[src/rtl/dmem_arb_pkg.sv]
// Shared types for the data-memory arbiter.
//   port_id_t  : identifies a requester (PORT_CPU / PORT_DMA)
//   rd_owner_t : which port owns the read data returning next cycle
package dmem_arb_pkg;

  typedef logic port_id_t;

  localparam port_id_t PORT_CPU = 1'b0;
  localparam port_id_t PORT_DMA = 1'b1;

  typedef enum logic [1:0] {
    NONE = 2'd0,
    CPU  = 2'd1,
    DMA  = 2'd2
  } rd_owner_t;

endpackage

[src/rtl/rr_arbiter2.sv]
// Two-way round-robin arbiter with a registered priority pointer.
// Ports:
//   iclk, irst        : clock, asynchronous active-high reset
//   ireq0, ireq1      : requests
//   ogrant0, ogrant1  : combinational grants in the request cycle
// The pointer names the preferred port under contention and moves to the
// other port after every grant.
module rr_arbiter2
  import dmem_arb_pkg::*;
(
  input  logic iclk,
  input  logic irst,
  input  logic ireq0,
  input  logic ireq1,
  output logic ogrant0,
  output logic ogrant1
);

  port_id_t ptr_q, ptr_d;

  always_comb begin
    ogrant0 = 1'b0;
    ogrant1 = 1'b0;
    if (ireq0 && ireq1) begin
      ogrant0 = (ptr_q == PORT_CPU);
      ogrant1 = (ptr_q == PORT_DMA);
    end else begin
      ogrant0 = ireq0;
      ogrant1 = ireq1;
    end

    ptr_d = ptr_q;
    if (ogrant0) begin
      ptr_d = PORT_DMA;
    end else if (ogrant1) begin
      ptr_d = PORT_CPU;
    end
  end

  always_ff @(posedge iclk or posedge irst) begin
    if (irst) begin
      ptr_q <= PORT_CPU;
    end else begin
      ptr_q <= ptr_d;
    end
  end

endmodule

[src/rtl/dmem_arbiter.sv]
// Arbitrates a single-port synchronous-read data memory between the CPU
// MEM stage (port 0) and the debug/loader DMA (port 1).
// Ports:
//   iclk, irst                          : clock, async active-high reset
//   ireqX/iweX/iaddrX/iwdataX/ibeX      : request, write, byte addr, data, byte enables
//   ograntX                             : access accepted this cycle (combinational)
//   ostall0                             : ireq0 & ~ogrant0
//   ordataX/orvalidX                    : read return, one cycle after grant
//   omem_en/we/addr/wdata/be, imem_rdata: memory interface
// Optional (macro DMEM_ARB_STATS_EN): ostat_conflicts, ostat_stall0
// saturating counters of contention cycles and CPU stall cycles.
module dmem_arbiter
  import dmem_arb_pkg::*;
#(
  parameter  int DATA_WIDTH = 32,
  parameter  int ADDR_WIDTH = 32,
  localparam int BE_WIDTH   = DATA_WIDTH / 8
) (
  input  logic                  iclk,
  input  logic                  irst,
  input  logic                  ireq0,
  input  logic                  iwe0,
  input  logic [ADDR_WIDTH-1:0] iaddr0,
  input  logic [DATA_WIDTH-1:0] iwdata0,
  input  logic [BE_WIDTH-1:0]   ibe0,
  output logic                  ogrant0,
  output logic                  ostall0,
  output logic [DATA_WIDTH-1:0] ordata0,
  output logic                  orvalid0,
  input  logic                  ireq1,
  input  logic                  iwe1,
  input  logic [ADDR_WIDTH-1:0] iaddr1,
  input  logic [DATA_WIDTH-1:0] iwdata1,
  input  logic [BE_WIDTH-1:0]   ibe1,
  output logic                  ogrant1,
  output logic [DATA_WIDTH-1:0] ordata1,
  output logic                  orvalid1,
  output logic                  omem_en,
  output logic                  omem_we,
  output logic [ADDR_WIDTH-1:0] omem_addr,
  output logic [DATA_WIDTH-1:0] omem_wdata,
  output logic [BE_WIDTH-1:0]   omem_be,
  input  logic [DATA_WIDTH-1:0] imem_rdata
`ifdef DMEM_ARB_STATS_EN
  ,
  output logic [31:0]           ostat_conflicts,
  output logic [31:0]           ostat_stall0
`endif
);

  localparam logic [ADDR_WIDTH-1:0] ALIGN_MASK = ~ADDR_WIDTH'(BE_WIDTH - 1);

  rd_owner_t             rd_owner_q, rd_owner_d;
  logic [DATA_WIDTH-1:0] rdata0_q, rdata0_d;
  logic [DATA_WIDTH-1:0] rdata1_q, rdata1_d;

  rr_arbiter2 u_rr (
    .iclk    (iclk),
    .irst    (irst),
    .ireq0   (ireq0),
    .ireq1   (ireq1),
    .ogrant0 (ogrant0),
    .ogrant1 (ogrant1)
  );

  assign ostall0 = ireq0 & ~ogrant0;

  always_comb begin
    omem_en    = 1'b0;
    omem_we    = 1'b0;
    omem_addr  = '0;
    omem_wdata = '0;
    omem_be    = '0;
    rd_owner_d = NONE;
    if (ogrant0) begin
      omem_en    = 1'b1;
      omem_we    = iwe0;
      omem_addr  = iaddr0 & ALIGN_MASK;
      omem_wdata = iwdata0;
      omem_be    = iwe0 ? ibe0 : '1;
      rd_owner_d = iwe0 ? NONE : CPU;
    end else if (ogrant1) begin
      omem_en    = 1'b1;
      omem_we    = iwe1;
      omem_addr  = iaddr1 & ALIGN_MASK;
      omem_wdata = iwdata1;
      omem_be    = iwe1 ? ibe1 : '1;
      rd_owner_d = iwe1 ? NONE : DMA;
    end
  end

  // Memory data arrives in the cycle after the grant, so the return path
  // passes imem_rdata straight through while valid and holds it afterwards.
  always_comb begin
    orvalid0 = (rd_owner_q == CPU);
    orvalid1 = (rd_owner_q == DMA);
    rdata0_d = orvalid0 ? imem_rdata : rdata0_q;
    rdata1_d = orvalid1 ? imem_rdata : rdata1_q;
    ordata0  = rdata0_d;
    ordata1  = rdata1_d;
  end

  always_ff @(posedge iclk or posedge irst) begin
    if (irst) begin
      rd_owner_q <= NONE;
      rdata0_q   <= '0;
      rdata1_q   <= '0;
    end else begin
      rd_owner_q <= rd_owner_d;
      rdata0_q   <= rdata0_d;
      rdata1_q   <= rdata1_d;
    end
  end

`ifdef DMEM_ARB_STATS_EN
  logic [31:0] conflicts_q, conflicts_d;
  logic [31:0] stall0_q, stall0_d;

  always_comb begin
    conflicts_d = conflicts_q;
    stall0_d    = stall0_q;
    if (ireq0 && ireq1 && (conflicts_q != '1)) begin
      conflicts_d = conflicts_q + 32'd1;
    end
    if (ostall0 && (stall0_q != '1)) begin
      stall0_d = stall0_q + 32'd1;
    end
  end

  always_ff @(posedge iclk or posedge irst) begin
    if (irst) begin
      conflicts_q <= '0;
      stall0_q    <= '0;
    end else begin
      conflicts_q <= conflicts_d;
      stall0_q    <= stall0_d;
    end
  end

  assign ostat_conflicts = conflicts_q;
  assign ostat_stall0    = stall0_q;
`endif

endmodule

[config.mk]
export PLATFORM = sky130hd
export DESIGN_NAME = dmem_arbiter
export DESIGN_NICKNAME = d
export VERILOG_FILES = /design/src/rtl/dmem_arb_pkg.sv /design/src/rtl/rr_arbiter2.sv /design/src/rtl/dmem_arbiter.sv
export SDC_FILE = /design/constraint.sdc
export NUM_CORES = 1
export LEC_CHECK = 0
export CELL_PAD_IN_SITES_DETAIL_PLACEMENT = 1
export CELL_PAD_IN_SITES_GLOBAL_PLACEMENT = 2
export CORE_UTILIZATION = 17
export DETAILED_ROUTE_END_ITERATION = 16
export PLACE_DENSITY = 0.84
export REMOVE_ABC_BUFFERS = 1
export SLEW_MARGIN = 10
export SYNTH_ARGS = -nofsm -noshare
export SYNTH_HDL_FRONTEND = slang
export SYNTH_SLANG_ARGS = --single-unit
[constraint.sdc]
create_clock -name iclk -period 2.41 [get_ports iclk]
set_input_delay 0.482 -clock iclk [delete_from_list [all_inputs] [get_ports iclk]]
set_output_delay 0.482 -clock iclk [all_outputs]
set_load 0.01 [all_outputs]
==> results of run 1 <==
through the flow:
stage	power [mW]	worst slack [ps]	TNS, ps	cells	util
6_report	4.55	48.8	0	835	0.371
4_1_cts	4.64	0.115	0	835	0.371
3_3_place_gp	3.43	-335	-17560	810	0.352
5_1_grt	4.80	1.39	0	835	0.371
3_5_place_dp	3.50	-398	-19930	810	0.352
2_1_floorplan	2.19	-485	-47110	221	-
logic make-up (layout without fill, tap and decap cells):
kind of cell | count (synthesis) | in the layout | share of synthesized area
AO/OA/AOI/OAI | 69 | 69 | 0.203
flip-flops | 67 | 67 | 0.496
multiplexers | 64 | 64 | 0.213
buffers and inverters | 35 | 351 | 0.0551
AND/OR/NAND/NOR | 17 | 17 | 0.0315
other | 1 | 2 | 0.00111
flip-flops by register name, indices dropped and copies added (netlist names):
| signal | cells |
|---|---|
| rdata0_q | 32 |
| rd_owner_q | 2 |
| u_rr.ptr_q | 1 |
| rdata1_q | 32 |
path summary, 6_finish.rpt:
kind	startpoint	to	slack, ps
max in group asynchronous	irst	u_rr.ptr_q$_DFFE_PP0P_	1230
worst min-delay path	rdata0_q[24]$_DFF_PP0_	rdata0_q[24]$_DFF_PP0_	490
worst max-delay path	ireq0	omem_wdata[23]	50
worst max register to register	rd_owner_q[0]$_DFF_PP0_	rdata0_q[22]$_DFF_PP0_	1080
worst min register to register	rdata0_q[24]$_DFF_PP0_	rdata0_q[24]$_DFF_PP0_	490
min in group asynchronous	irst	rdata0_q[9]$_DFF_PP0_	540
cell usage after synthesis (all sizes together):
| cell | instances | area (um2) |
|---|---|---|
| clkbuf | 6 | 22.5 |
| and3 | 1 | 6.26 |
| mux2 | 64 | 721 |
| inv | 2 | 7.51 |
| and3b | 1 | 8.76 |
| nor2b | 2 | 12.5 |
| conb | 1 | 3.75 |
| or2 | 1 | 6.26 |
| a32o | 67 | 671 |
| buf | 27 | 156 |
| dfrtp | 67 | 1680 |
| a21oi | 1 | 5.00 |
| nand2b | 10 | 62.6 |
| and2 | 1 | 6.26 |
| nor2 | 1 | 3.75 |
| a21boi | 1 | 11.3 |
power by group:
group,leakage (nW),internal [mW],switching [mW]
Sequential,0.786,1.38,0.0693
Combinational,2.16,1.02,0.791
Clock,0.146,0.849,0.435
repair_timing:
| item | in CTS | in global routing |
|---|---|---|
| setup buffers | 5 | 0 |
| endpoints found under the setup margin | 125 | 9 |
| pin swaps | 0 | 0 |
| resized for setup | 148 | 10 |
| gates cloned | 5 | 0 |
final cells by class:
class | count | share of cell area
timing repair buffer | 334 | 0.466
sequential | 67 | 0.232
multi-input combinational | 152 | 0.214
tap | 265 | 0.0459
clock buffer | 13 | 0.0360
clock inverter | 2 | 0.00485
inverter | 2 | 0.00104
layer usage:
metal | track usage | vias to the layer above | part of all wire
met3 | 0.0513 | 18 | 0.088
met2 | 0.311 | 207 | 0.54
met4 | 0.0413 | 2 | 0.016
met5 | 0 | - | 0.00077
met1 | 0.164 | 1796 | 0.35
li1 | - | 1627 | -
==> run_results.csv, run 1 <==
group,metric,value,unit
die,ios,313,
critical_path,path_common_cell,"buf_12",
drt,route.detailed.drc,0,
synth,yosys_warnings,0,
critical_path,crit_chain,"dlygate4sd2_1 > a21boi_4 > buf_12 > buf_12 > bufbuf_16 > a32o_1 > clkdlybuf4s15_1",
drt,dr.first_iter.drc_count,126,
critical_path,crit_cells,7,
power,p_per_area,630,mW/mm2
place,dpl_cell_area,0.00685,mm2
die,fp-row-count,51,
place,dp_hpwl,13.0,mm
grt,grtUsageTotal,0.161,
critical_path,cpPeakStageDelay,280,ps
die,dieArea,0.0205,mm2
finish,layout_commonest_cell,"clkdlybuf4s50_1",
grt,grt_pass1_wl,24.2,mm
clocking,cts_max_path_buffers,2,
grt,grt_pass1_vias,3966,
finish,syn2layout_area_growth,114,%
drt,wl,16.9,mm
timing,worst_slew_margin_rel,0.642,
finish,layout.area.seq,0.00168,mm2
timing,worst_pin_slew,537,ps
critical_path,cp_top_family,"buffers and inverters",
die,core,0.0195,mm2
synth,synth_cells,253,
grt,grt_max_degree,45,
run_status,status,"finished clean",
finish,multi_input_area,0.00155,mm2
drt,dr_total_vias,3650,
critical_path,critPathSlowestCell,"bufbuf_16",
drt,avgViaCountPerCell,4.37,
critical_path,critPathMaxFanout,14,
drt,wl_per_cell,20.2,um
finish,n_antenna_cell,0,
power,power_leakage,3.09,nW
clocking,clock_latency,320,ps
timing,finalMaxSlewViolations,0,
die,die_width,143,um
synth,post_synth.cell_area_avg,13.4,um2
critical_path,crit_required,1930,ps
clocking,cts_tree,"built",
critical_path,worstSetupPathType,"input pin to output port",
finish,nNetsFinal,740,
timing,finClkSkew,3.31,ps
grt,antenna_found_initial,1,
clocking,htreeDepth,3,
critical_path,startpoint_type,"input pin",
clocking,hold_buffers,0,
clocking,cts_buffers,9,
synth,synth_seq_area_share,0.496,
timing,setup_viol,0,
synth,ys_ff_latch,67,
die,start_util,0.174,
min_path,whs_path_depth,1,
place,port_buffers,306,
critical_path,path_buf_inv,5,
finish,drive_gt1_frac,0.212,
power,ir_drop,0.292,mV
grt,overflow,0,
drt,drt_first_pass_iters,4,
timing,fmax,0.424,GHz
critical_path,cp.arrival,1880,ps
timing,fin_crit,2360,ps
place,gp_congestion,0.827,
timing,rsz0062_at_grt,"false",
timing,period_share,0.980,
synth,synth_cell_types,19,
min_path,worstHoldPathType,"flop to flop",
finish,layout_common_cells,"clkdlybuf4s50_1, dlygate4sd2_1, a32o_1",
run,max_cap_viol_count,0,
timing,final_hold_viol_count,0,
die,die_h,143,um
synth,syn_area,0.00338,mm2
clocking,cts_root_buf,"clkbuf_16",
timing,whs,491,ps
finish,fin_area,0.00722,mm2
critical_path,worst_r2r_path_depth,3,
clocking,cts_sinks,67,
drt,antenna_left,0,
critical_path,end_kind,"output port",
clocking,path_clk_slew,50,ps
finish,fill_cells,2158,
No activity file was read; power rests on OpenSTA's default activity.
==> run 2, diff against run 1 <==
--- a/config.mk
+++ b/config.mk
@@ -5,12 +5,15 @@
 export SDC_FILE = /design/constraint.sdc
 export NUM_CORES = 1
 export LEC_CHECK = 0
+export CAP_MARGIN = 20
 export CELL_PAD_IN_SITES_DETAIL_PLACEMENT = 1
 export CELL_PAD_IN_SITES_GLOBAL_PLACEMENT = 2
 export CORE_UTILIZATION = 17
+export CTS_CLUSTER_SIZE = 10
 export DETAILED_ROUTE_END_ITERATION = 16
 export PLACE_DENSITY = 0.84
 export REMOVE_ABC_BUFFERS = 1
+export SKIP_CTS_REPAIR_TIMING = 1
 export SLEW_MARGIN = 10
 export SYNTH_ARGS = -nofsm -noshare
 export SYNTH_HDL_FRONTEND = slang
==> run_results.csv, run 2 (synthesis gave the netlist of run 1 again) <==
group,metric,value,unit
critical_path,startpoint_type,"flop",
drt,dr_total_vias,3686,
finish,layout.area.seq,0.00168,mm2
timing,rsz0062_at_grt,"true",
timing,worst_slew_margin_rel,0.643,
critical_path,reg2reg_slack,1050,ps
run_status,violations,"setup timing",
grt,overflow,0,
finish,post-route-util,0.398,
critical_path,cp.arrival,1930,ps
timing,setup_slack,-6.76,ps
timing,fin_setup_tns,-10.9,ps
grt,grt_max_degree,59,
drt,wl_per_cell,20.9,um
finish,top_regs,"rdata0_q (32), rdata1_q (32), rd_owner_q (2)",
die,die_width,143,um
drt,route.detailed.drc,0,
timing,finClkSkew,4.92,ps
timing,worst_pin_slew,535,ps
run,max_cap_viol_count,0,
timing,final_hold_viol_count,0,
clocking,clock_latency,320,ps
critical_path,worstSetupPathType,"flop to output port",
finish,instances_no_fill,848,
place,gp_congestion,0.827,
timing,finalMaxSlewViolations,0,
finish,layout_common_cells,"clkdlybuf4s50_1, dlymetal6s2s_1, a32o_1",
die,dieArea,0.0205,mm2
clocking,cts_max_path_buffers,2,
critical_path,crit_required,1930,ps
die,fp-row-count,51,
place,dp_hpwl,13.0,mm
timing,fin_crit,2420,ps
clocking,path_clk_slew,50,ps
die,die_h,143,um
place,port_buffers,306,
place,place_ws,-398,ps
grt,grtUsageTotal,0.151,
clocking,cts_root_buf,"clkbuf_16",
place,dpl.cell_count,810,
drt,antenna_left,0,
timing,period_share,1.00,
grt,antenna_found_initial,1,
drt,wl,17.7,mm
clocking,htreeDepth,3,
grt,grt_pass1_wl,22.9,mm
clocking,cts_sinks,67,
finish,nNetsFinal,753,
finish,multi_input_area,0.00155,mm2
finish,n_antenna_cell,0,
finish,fill_cells,2074,
finish,layout_commonest_cell,"clkdlybuf4s50_1",
drt,dr.first_iter.drc_count,87,
timing,setup_viol,3,
drt,avgViaCountPerCell,4.35,
grt,grt_pass1_vias,3876,
die,start_util,0.174,
clocking,cts_tree,"built",
critical_path,critPathMaxFanout,9,
clocking,cts_buffers,9,
run_status,status,"complete, but fails checks",
die,core,0.0195,mm2
finish,drive_gt1_frac,0.228,
power,power_leakage,4.20,nW
min_path,worstHoldPathType,"flop to flop",
power,ir_drop,0.293,mV
power,p_per_area,614,mW/mm2
finish,syn2layout_area_growth,129,%
critical_path,end_kind,"output port",
timing,fmax,0.414,GHz
die,ios,313,
timing,whs,491,ps
drt,drt_first_pass_iters,5,
## run 2: cell type report
class,count,area share
flip-flops and latches,67,0.217
inverters,2,0.000969
clock buffers,13,0.0336
repair buffers,347,0.501
clock inverters,2,0.00452
multi-input cells,152,0.200
well taps,265,0.0428
## run 2: path summary, 6_finish.rpt
check | start | end | cells past startpoint
worst max-delay path | rd_owner_q[0]$_DFF_PP0_ | ordata0[24] | 4
worst min-delay path | rdata0_q[16]$_DFF_PP0_ | rdata0_q[16]$_DFF_PP0_ | 1
worst max register to register | rd_owner_q[0]$_DFF_PP0_ | rdata0_q[10]$_DFF_PP0_ | 4
worst min register to register | rdata0_q[16]$_DFF_PP0_ | rdata0_q[16]$_DFF_PP0_ | 1
max in group asynchronous | irst | u_rr.ptr_q$_DFFE_PP0P_ | 3
min in group asynchronous | irst | rdata0_q[9]$_DFF_PP0_ | 2
## run 2: power breakdown
group	total (mW)	switching [mW]	internal, mW
sequential	1.45	0.0711	1.38
clock	1.29	0.442	0.850
combinational	2.01	0.815	1.19
total	4.75	1.33	3.43
## run 2: worst max-delay path, stage by stage (launching register included)
cell and delay [ps]:
dfrtp_1 430, nand2b_4 190, buf_6 170, mux2_2 350, clkdlybuf4s50_1 480
## run 2: layer usage
| metal | GRT usage | up-vias | routed length [um] |
|---|---|---|---|
| met1 | 0.153 | 1813 | 6330 |
| met2 | 0.289 | 197 | 9690 |
| li1 | - | 1654 | - |
| met5 | 0 | - | 13 |
| met3 | 0.0503 | 20 | 1420 |
| met4 | 0.0419 | 2 | 274 |
## run 2: through the flow
stage	area [um2]	power (mW)
2_1_floorplan	3210	2.19
3_3_place_gp	6850	3.43
3_5_place_dp	6850	3.50
4_1_cts	7140	4.83
5_1_grt	7750	4.99
6_report	7750	4.75
==> run 3, diff against run 2 <==
--- a/config.mk
+++ b/config.mk
@@ -8,6 +8,7 @@
 export CAP_MARGIN = 20
 export CELL_PAD_IN_SITES_DETAIL_PLACEMENT = 1
 export CELL_PAD_IN_SITES_GLOBAL_PLACEMENT = 2
+export CORE_MARGIN = 2
 export CORE_UTILIZATION = 17
 export CTS_CLUSTER_SIZE = 10
 export DETAILED_ROUTE_END_ITERATION = 16
==> run_results.csv, run 3 (synthesis gave the netlist of run 1 again) <==
group,metric,value,unit
run_status,status,"finished clean",
finish,top_regs,"rdata0_q (32), rdata1_q (32), rd_owner_q (2)",
critical_path,end_kind,"output port",
timing,fin_crit,2290,ps
finish,layout.area.seq,0.00168,mm2
finish,multi_input_area,0.00155,mm2
clocking,cts_root_buf,"clkbuf_16",
finish,nNetsFinal,733,
clocking,cts_tree,"built",
drt,dr_total_vias,3606,
timing,finalMaxSlewViolations,0,
grt,grtUsageTotal,0.147,
grt,grt_pass1_wl,23.9,mm
finish,fill_cells,2069,
finish,syn2layout_area_growth,125,%
timing,fin_setup_tns,0,ps
finish,drive_gt1_frac,0.199,
die,die_width,145,um
timing,period_share,0.950,
place,gp_congestion,0.779,
drt,antenna_left,0,
grt,grt_max_degree,51,
power,ir_drop,0.302,mV
die,die_h,145,um
min_path,worstHoldPathType,"input pin to async pin",
finish,layout_commonest_cell,"clkdlybuf4s50_1",
die,fp-row-count,51,
critical_path,cpPeakStageDelay,560,ps
run,max_cap_viol_count,0,
grt,antenna_found_initial,0,
die,core,0.0195,mm2
clocking,cts_buffers,9,
place,dp_hpwl,12.8,mm
clocking,htreeDepth,3,
drt,wl,17.3,mm
die,start_util,0.174,
timing,finClkSkew,2.11,ps
clocking,path_clk_slew,50,ps
clocking,cts_max_path_buffers,2,
power,p_per_area,609,mW/mm2
drt,route.detailed.drc,0,
drt,drt_first_pass_iters,4,
finish,n_antenna_cell,0,
critical_path,crit_chain,"a21boi_4 > buf_12 > buf_12 > clkdlybuf4s50_1",
timing,setup_viol,0,
critical_path,critPathSlowestCell,"clkdlybuf4s50_1",
place,port_buffers,306,
clocking,clock_latency,320,ps
die,dieArea,0.0210,mm2
critical_path,path_common_cell,"buf_12",
power,power_leakage,4.16,nW
timing,final_hold_viol_count,0,
finish,layout_common_cells,"clkdlybuf4s50_1, dlymetal6s2s_1, a32o_1",
critical_path,worstSetupPathType,"flop to output port",
critical_path,reg2reg_slack,1060,ps
critical_path,crit_required,1930,ps
drt,dr.first_iter.drc_count,86,
drt,wl_per_cell,20.9,um
clocking,cts_sinks,67,
die,ios,313,
grt,grt_pass1_vias,3913,
critical_path,startpoint_type,"flop",
timing,rsz0062_at_grt,"false",
grt,overflow,0,
timing,whs,483,ps
drt,avgViaCountPerCell,4.35,
critical_path,critPathMaxFanout,22,
timing,fmax,0.437,GHz
critical_path,cp.arrival,1810,ps
run 3: cell count changes in the layout (fill, tap and decap cells not counted), sizes merged:
cell and delta:
clkinvlp +2, bufinv -1, clkdlybuf4s50 -3, dlymetal6s2s +7, clkbuf -7, clkinv +1, buf -18
run 3: layout make-up:
| type | instances | area share |
|---|---|---|
| clock buffer | 12 | 0.0338 |
| clock inverter | 4 | 0.00329 |
| multi-input combinational | 152 | 0.204 |
| inverter | 2 | 0.000988 |
| tap | 265 | 0.0436 |
| timing repair buffer | 327 | 0.493 |
| sequential | 67 | 0.221 |
run 3: final timing paths:
path / cells past startpoint / from / to
max in group asynchronous: 3 / irst / u_rr.ptr_q$_DFFE_PP0P_
worst min register to register: 1 / rdata0_q[14]$_DFF_PP0_ / rdata0_q[14]$_DFF_PP0_
worst min-delay path: 2 / irst / rdata1_q[12]$_DFF_PP0_
worst max-delay path: 4 / u_rr.ptr_q$_DFFE_PP0P_ / ogrant0
min in group iclk: 1 / rdata0_q[14]$_DFF_PP0_ / rdata0_q[14]$_DFF_PP0_
worst max register to register: 4 / rd_owner_q[0]$_DFF_PP0_ / rdata1_q[29]$_DFF_PP0_
run 3: worst max-delay path, delay by kind of cell (launching register included):
| kind | cells | cell delay (ps) |
|---|---|---|
| AO/OA/AOI/OAI | 1 | 180 |
| flip-flops | 1 | 440 |
| buffers and inverters | 3 | 850 |
run 3: per-layer routing:
layer	vias to the layer above	share of wire	global-route usage
met5	-	0	0
li1	1614	-	-
met1	1785	0.36	0.156
met3	17	0.080	0.0513
met2	190	0.54	0.274
met4	0	0.021	0.0446
run 3: report_power, final:
group	total, mW	switching, mW	leakage, nW	internal [mW]
Sequential	1.46	0.0720	0.785	1.38
Combinational	1.96	0.801	3.24	1.16
Clock	1.21	0.466	0.135	0.748
run 3: stage by stage:
step | instances | total power, mW | utilization | setup WS [ps] | cell area, um2
finish | 829 | 4.63 | 0.390 | 120 | 7600
global route | 829 | 4.88 | 0.390 | 52.5 | 7600
CTS | 819 | 4.75 | 0.363 | -429 | 7060
detailed placement | 803 | 3.48 | 0.348 | -416 | 6780
global placement | 803 | 3.42 | 0.348 | -387 | 6780
floorplan | 221 | 2.19 | - | -485 | 3210
